--- src/rtl/mem_arb2.sv ---
// mem_arb2: two-master round-robin arbiter onto one single-port synchronous
// memory (1-cycle read latency); out-of-range accesses are absorbed.
//
// Ports:
//   clk, reset        - clock, asynchronous active-low reset
//   mX_addr/rd/wr     - byte address and read/write request, master X
//   mX_wrdata         - write data, master X
//   mX_waitreq        - high while master X's request is not accepted
//   mX_rddata/rdvalid - read return and its one-cycle strobe
//   mem_addr/wr/...   - word address, write strobe, data to/from memory
module mem_arb2 #(
    parameter int DW  = 16,
    parameter int MAW = 11
) (
    input  logic           clk,
    input  logic           reset,
    input  logic [15:0]    m0_addr,
    input  logic           m0_rd,
    input  logic           m0_wr,
    input  logic [DW-1:0]  m0_wrdata,
    output logic           m0_waitreq,
    output logic [DW-1:0]  m0_rddata,
    output logic           m0_rdvalid,
    input  logic [15:0]    m1_addr,
    input  logic           m1_rd,
    input  logic           m1_wr,
    input  logic [DW-1:0]  m1_wrdata,
    output logic           m1_waitreq,
    output logic [DW-1:0]  m1_rddata,
    output logic           m1_rdvalid,
    output logic [MAW-1:0] mem_addr,
    output logic           mem_wr,
    output logic [DW-1:0]  mem_wrdata,
    input  logic [DW-1:0]  mem_rddata
);

    logic          req0, req1;
    logic          gnt0, gnt1, gnt_any;
    logic [15:0]   g_addr;
    logic [DW-1:0] g_wdata;
    logic          g_rd, g_wr, g_in;

    // ptr_q = 1 favours m1 on a tie; reset value favours m0
    logic ptr_q, ptr_d;
    // read-return pipeline: valid, master id, in-range
    logic rv_q, rv_d;
    logic rid_q, rid_d;
    logic rin_q, rin_d;

    logic unused_addr;

    always_comb begin
        req0 = m0_rd | m0_wr;
        req1 = m1_rd | m1_wr;

        // reset gates grants so waitreq stays high while reset is low
        gnt0    = reset & req0 & (~req1 | ~ptr_q);
        gnt1    = reset & req1 & (~req0 | ptr_q);
        gnt_any = gnt0 | gnt1;

        // with no grant the address path defaults to m0
        g_addr  = gnt1 ? m1_addr   : m0_addr;
        g_wdata = gnt1 ? m1_wrdata : m0_wrdata;
        g_rd    = gnt1 ? m1_rd     : m0_rd;
        g_wr    = gnt1 ? m1_wr     : m0_wr;
        g_in    = (g_addr[15:12] == 4'h0);

        // favour whichever master was not just served
        ptr_d = gnt_any ? gnt0 : ptr_q;

        // rd+wr together is a write, so no read return
        rv_d  = gnt_any & g_rd & ~g_wr;
        rid_d = gnt1;
        rin_d = g_in;
    end

    assign unused_addr = ^g_addr;

    assign m0_waitreq = ~gnt0;
    assign m1_waitreq = ~gnt1;

    assign mem_addr   = g_addr[MAW:1];
    assign mem_wr     = gnt_any & g_wr & g_in;
    assign mem_wrdata = g_wdata;

    always_ff @(posedge clk or negedge reset) begin
        if (!reset) begin
            ptr_q <= 1'b0;
            rv_q  <= 1'b0;
            rid_q <= 1'b0;
            rin_q <= 1'b0;
        end else begin
            ptr_q <= ptr_d;
            rv_q  <= rv_d;
            rid_q <= rid_d;
            rin_q <= rin_d;
        end
    end

    assign m0_rdvalid = rv_q & ~rid_q;
    assign m1_rdvalid = rv_q & rid_q;

    // out-of-range reads return zero; idle master sees zero
    assign m0_rddata = (m0_rdvalid && rin_q) ? mem_rddata : '0;
    assign m1_rddata = (m1_rdvalid && rin_q) ? mem_rddata : '0;

endmodule

--- config.mk ---
export PLATFORM = sky130hd
export DESIGN_NAME = mem_arb2
export DESIGN_NICKNAME = d
export VERILOG_FILES = /design/src/rtl/mem_arb2.sv
export SDC_FILE = /design/constraint.sdc
export NUM_CORES = 1
export LEC_CHECK = 0
export CORE_MARGIN = 2
export CORE_UTILIZATION = 21
export DETAILED_ROUTE_END_ITERATION = 10
export MAX_ROUTING_LAYER = met4
export PLACE_DENSITY = 0.8
export SYNTH_ARGS = -nofsm -noshare
export SYNTH_HDL_FRONTEND = slang
export SYNTH_SLANG_ARGS = --single-unit
export TNS_END_PERCENT = 1
--- constraint.sdc ---
create_clock -name clk -period 1.7 [get_ports clk]
set_input_delay 0.17 -clock clk [delete_from_list [all_inputs] [get_ports clk]]
set_output_delay 0.17 -clock clk [all_outputs]
set_load 0.01 [all_outputs]
* After elaboration in Yosys (flattened, before gate mapping)
Cells that the tools add are included.
Storage, ports and cells: flip-flop bits (word level) 4, input bits 86, output and inout port bits 64, word-level logic and storage cells 35
Operators by class: multiplexer cells 6, bitwise operators 22, reduce and logical (&&, ||, !) cells 3
Operators with widths (count):
- $mux W16 | 4
- $and A1 B1 Y1 | 10
- $not A1 Y1 | 7
- $or A1 B1 Y1 | 5
- $logic_not A4 Y1 | 1
- $logic_and A1 B1 Y1 | 2
- $mux W1 | 2

* Depth between registers and ports, before layout
Gate-level depths: netlist of run 1.
word-level depth 7, depth in mapped cells 4, gate-level depth less buffers 3

* Worst setup path after synthesis of run 1
No wires, ideal clock.
path type reg-to-output, start register ptr_q, end output mem_addr[0], arrival 1126 ps, required time 1530 ps, slack 404 ps, stages on the path, launching flop included 4, path buffers 1, path through dfrtp_1 -> o21bai_4 -> buf_6 -> mux2_4
On the way: word-level cells in the longest chain between the ends 3
Ends and longest elaborated chain:
- start: declaration | RTL line 44 | logic ptr_q, ptr_d;
- start signal: assignment | RTL line 93 | ptr_q <= ptr_d;
- $or A1 B1 Y1 | RTL line 58 | gnt1 = reset & req1 & (~req0 | ptr_q);
- $and A1 B1 Y1 | RTL line 58
- $mux W16 | RTL line 62 | g_addr = gnt1 ? m1_addr : m0_addr;
- end: declaration | RTL line 31 | output logic [MAW-1:0] mem_addr,
No other way between the ends.

* Worst setup path after layout of run 1
start register ptr_q, end output mem_wrdata[1]
On the way: word-level cells in the longest chain between the ends 3
Ends and longest elaborated chain:
- $or A1 B1 Y1 | RTL line 58
- $and A1 B1 Y1 | RTL line 58
- $mux W16 | RTL line 63 | g_wdata = gnt1 ? m1_wrdata : m0_wrdata;
- end: declaration | RTL line 33 | output logic [DW-1:0] mem_wrdata,
No other way between the ends.

==> metrics.cfg, run 1 <==
[outcome]
status = finished with violations
violations = setup timing

[floorplanning]
num_rows = 23
core_sq_um = 4029
start_util = 0.2183
ios = 150
die_w_um = 68.72
dieArea_sq_um = 4722
die_y_um = 68.72

[timing]
setup_viol = 12
skew_ps = 4.188
finalMaxSlewViolations = 0
min_period_over_period = 1.019
hold_violations = 0
fin_crit_ps = 1732
totalNegativeSetupSlack_ps = -155.0
worstMarginPinSlew_ps = 263.3
rsz0062_at_grt = yes
timing.fmax_mhz = 577.3
slew_headroom = 0.8230
layout_setup_ws_ps = -32.29

[pwr]
total_power_mw = 0.9808
combPwrFrac = 0.674
netSwitchingPower_mw = 0.2707
power.density_nw_per_um2 = 388.1
ir_drop_uv = 252.5
clkPwrFrac = 0.208
switching_share = 0.2760
p_int_mw = 0.7101
total_leakage_power_nw = 1.314
seqPwrFrac = 0.118

[routing]
drc = 0
drtIter0Drc = 25
drt_pass1_iterations = 4
dr_total_vias = 1268
routed_wl_mm = 4.224
postRouteAntennaNets = 0
wl_per_cell_um = 14.08
routed_via_density = 4.227

[synth]
synth_commonest_cells = and2_1, mux2_4, nand2_1, dfrtp_1
seq_area_frac_synth = 0.1138
synth_edf_count = 0
syn-cell-area_sq_um = 879.6
yosysMostFrequentCell = and2_1
yosys-top-cells-area = mux2_4, and2_1, dfrtp_1
synth.largest_area_cell = mux2_4
synth.avg_cell_area_sq_um = 9.666
syn_nets = 177
netlist_instances = 91
synth_seq_cells = 4
synthFlopType = dfrtp_1
yosysTopAreaCellShare = 0.4438
synthArstFlopShare = 1.000
ys_types = 18
yosys_warnings = 0

[global_routing]
track_usage = 0.1685
grt_pass1_wl_mm = 5.775
overflow = 0
grt_pass1_vias = 1230
grt_max_degree = 17
antenna_found_initial = 0

[final_layout]
final_layout_size_suffix_gt1_frac = 0.3173
final_core_util = 0.6273
final_cells = 300
fin_nets = 337
area_growth_pct = 187.3

[setup_path]
crit_path_end_kind = output pin
cp.arrival_ps = 1560
worstPathRequired_ps = 1530
crit_path_start_kind = flop
critPathMaxFanout = 5
criticalPathCategory = reg -> out

[hold_path]
hp-class = in -> async

[cts]
cts-root-buf = clkbuf_8
cts.path.max_buffers = 2
clk_pin_slew_ps = 30
htreeDepth = 1
ctsHoldBuffers = 0
cts_tree = done
clkLatencyLatePin_ps = 220
numClockSinks = 4
cts-buffers-inserted = 3

[flow_run]
maxCapViolations = 0

[place]
place.gp.congestion = 0.7494
dpl.cell_count = 292
portBuffers = 147
post-place-ws_ps = -474.0
dp_hpwl_mm = 3.491

-- metrics by stage --
stage          instance area (sq um)  hold slack, ps
2_1_floorplan                  879.6          -125.6
3_3_place_gp                    2465           519.9
3_5_place_dp                    2465           510.7
4_1_cts                         2505           33.48
5_1_grt                         2525           35.39
6_report                        2527           23.25
-- flip-flops by register name, indices dropped and copies added (netlist names) --
register / count
ptr_q: 1
rid_q: 1
rin_q: 1
rv_q: 1
-- cell usage in the layout, fill, tap and decap left out, types with 2 or more instances in the layout --
cell type        synthesis  final
clkdlybuf4s50_1          0     80
dlygate4sd2_1            0     39
and2_1                  33     33
mux2_4                  26     26
buf_6                    3     23
buf_2                    0      8
buf_4                    0      6
nand2_1                  5      5
dfrtp_1                  4      4
o21ai_0                  3      3
clkbuf_8                 0      3
inv_1                    2      2
mux2_2                   2      2
nor4_2                   0      2
buf_12                   0      2
-- power groups by stage --
stage	combinational [mW]	sequential (mW)	clock (mW)
detailed placement	0.631	0.117	0
CTS	0.653	0.116	0.213
global route	0.700	0.118	0.219
floorplan	0.240	0.116	0
finish	0.661	0.116	0.204
global placement	0.623	0.116	0
-- path summary, 6_finish.rpt --
path,start,end,slack [ps],cells after the start
max,ptr_q,mem_wrdata[1],-30,5
min,reset,rid_q,20,2
max reg2reg,ptr_q,rin_q,420,3
min reg2reg,ptr_q,ptr_q,640,2
max in group asynchronous,reset,rin_q,1560,2
min in group clk,m0_wr,rv_q,400,2
-- worst max-delay path, stage by stage, from the launching register on --
cell      delay [ps]
dfrtp_1          400
o21bai_4         210
buf_6            160
buf_12           130
mux2_4           310
buf_6            130
-- cell type report --
class                           instances  area (sq um)
Antenna cell                            1         2.502
Clock buffer                            3         41.29
Fill cell                             360          1501
Inverter                                2         7.507
Multi-Input combinational cell         80         754.5
Sequential cell                         4         100.1
Tap cell                               50         62.56
Timing Repair Buffer                  160          1559
-- per-layer routing --
layer	up-vias	GRT usage	wire, um
met3	5	0.04870	415
li1	631	-	-
met4	0	0.04902	42
met1	560	0.1820	1409
met5	-	-	0
met2	72	0.2993	2357
-- kinds of logic (layout without fill, tap and decap cells) --
kind of cell    count (synthesis)  after routing  synth area share
mux                            28             28            0.4694
compound gates                  7              7           0.06116
flops                           4              4            0.1138
other cells                     0              1                 0
buf+inv                         7            165           0.05548
simple gates                   45             45            0.3002
-- repair_timing --
| item | in CTS | in global routing |
|---|---|---|
| setup endpoints to repair | 62 | 29 |
| buffers inserted | 4 | 0 |
| pin swaps | 3 | 1 |
| hold endpoints to repair | 0 | 0 |
| gates cloned | 2 | 0 |
| resized for setup | 165 | 17 |
No activity file was read; power rests on OpenSTA's default activity.
==> run 2, diff against run 1 <==
--- a/config.mk
+++ b/config.mk
@@ -5,11 +5,13 @@
 export SDC_FILE = /design/constraint.sdc
 export NUM_CORES = 1
 export LEC_CHECK = 0
-export CORE_MARGIN = 2
+export CORE_MARGIN = 4
 export CORE_UTILIZATION = 21
+export CTS_CLUSTER_SIZE = 24
 export DETAILED_ROUTE_END_ITERATION = 10
 export MAX_ROUTING_LAYER = met4
 export PLACE_DENSITY = 0.8
+export SLEW_MARGIN = 10
 export SYNTH_ARGS = -nofsm -noshare
 export SYNTH_HDL_FRONTEND = slang
 export SYNTH_SLANG_ARGS = --single-unit
==> metrics.cfg, run 2 (synthesis results as in run 1) <==
[outcome]
status = finished with violations
violations = setup timing

[floorplanning]
start_util = 0.2183
ios = 150
dieArea_sq_um = 5288
num_rows = 23
die_w_um = 72.72
die_y_um = 72.72
core_sq_um = 4029

[timing]
totalNegativeSetupSlack_ps = -249.3
skew_ps = 2.613
hold_ws_ps = 25.53
slew_headroom = 0.8481
rsz0062_at_grt = yes
min_period_over_period = 1.018
setup_viol = 13
timing.fmax_mhz = 578.1
fin_crit_ps = 1730
hold_violations = 0
finalMaxSlewViolations = 0
layout_setup_ws_ps = -29.78
worstMarginPinSlew_ps = 225.8

[final_layout]
final_cell_mix = clkdlybuf4s50_1, dlygate4sd2_1, and2_1
fin_nets = 341
area_growth_pct = 185.9
final_core_util = 0.6242
final_layout_size_suffix_gt1_frac = 0.3320
antenna_cells = 0
final_area_sq_um = 2515
final_cells = 303
nFillCells = 352
final_common_cell = clkdlybuf4s50_1

[routing]
routed_via_density = 4.261
drc = 0
dr_total_vias = 1291
drtIter0Drc = 42
postRouteAntennaNets = 0
drt_pass1_iterations = 3
routed_wl_mm = 4.442
wl_per_cell_um = 14.66

[global_routing]
grt_max_degree = 17
antenna_found_initial = 0
overflow = 0
track_usage = 0.1682
grt_pass1_vias = 1350
grt_pass1_wl_mm = 6.665

[place]
place.gp.congestion = 0.7720
portBuffers = 147
dp_hpwl_mm = 3.723
dpl.cell_count = 294
dpl-instance-area_sq_um = 2480
post-place-ws_ps = -475.7

[setup_path]
cp_common_cell = buf_6
path_cells = o21bai_4 -> buf_6 -> buf_16 -> mux2_4 -> buf_6
crit_buf_inv = 3
crit_path_start_kind = flop
critPathSlowestCell = dfrtp_1
criticalPathCategory = reg -> out
cp-startpoint = ptr_q
cp.arrival_ps = 1560
critPathMaxStageDelay_ps = 400
worstPathRequired_ps = 1530
critPathMaxFanout = 7
r2r_start = ptr_q
crit_family = flip-flops
crit_path_end_kind = output pin

[cts]
cts_tree = done
cts-buffers-inserted = 3
ctsHoldBuffers = 0
numClockSinks = 4
htreeDepth = 1
cts.path.max_buffers = 2
clk_pin_slew_ps = 30
cts-root-buf = clkbuf_8
clkLatencyLatePin_ps = 220

[hold_path]
hp-class = in -> async

[pwr]
power.density_nw_per_um2 = 385.0
total_leakage_power_nw = 1.322
ir_drop_uv = 241.0
total_power_mw = 0.9683

[flow_run]
maxCapViolations = 0

run 2: changes by cell type in the layout (fill, tap and decap cells not counted):
cell / change
buf_2: +5
o22ai_2: +1
buf_6: -5
diode_2: -1
nor4_2: -1
dlygate4sd2_1: -1
clkbuf_2: +1
nor4_1: +1
buf_16: +1
o22ai_1: -1
buf_4: +5
buf_12: -2
run 2: per-layer routing:
metal,up-vias,share of wire,track usage
met5,-,0,-
met4,0,0.0092,0.03074
met3,5,0.084,0.04408
met2,66,0.57,0.3176
met1,577,0.34,0.1750
li1,643,-,-
run 2: what timing repair did:
| action | 4_1_cts | 5_1_grt |
|---|---|---|
| cloned | 2 | 0 |
| pin swaps | 3 | 3 |
| setup buffers | 5 | 1 |
| setup endpoints to repair | 62 | 29 |
| gates resized for setup | 147 | 32 |
run 2: worst paths after layout:
check	end	slack [ps]	cells past startpoint
max in group asynchronous	rid_q	1560	2
worst min register to register	ptr_q	670	2
worst min-delay path	rv_q	30	2
min in group clk	rv_q	440	3
worst max register to register	rin_q	340	4
worst max-delay path	mem_addr[0]	-30	5
run 2: power by group:
group | leakage, nW | switching, mW | internal (mW)
clock network | 0.0216 | 0.0503 | 0.151
registers | 0.0520 | 0.0103 | 0.106
logic | 1.25 | 0.208 | 0.443
total | 1.32 | 0.268 | 0.700
run 2: final cells by class:
class / instances / area [sq um] / share of cell area
tap: 50 / 62.56 / 0.02488
inverter: 2 / 7.507 / 0.002985
clock buffer: 3 / 41.29 / 0.01642
multi-input combinational: 80 / 754.5 / 0.3000
timing repair buffer: 164 / 1549 / 0.6159
sequential: 4 / 100.1 / 0.03980
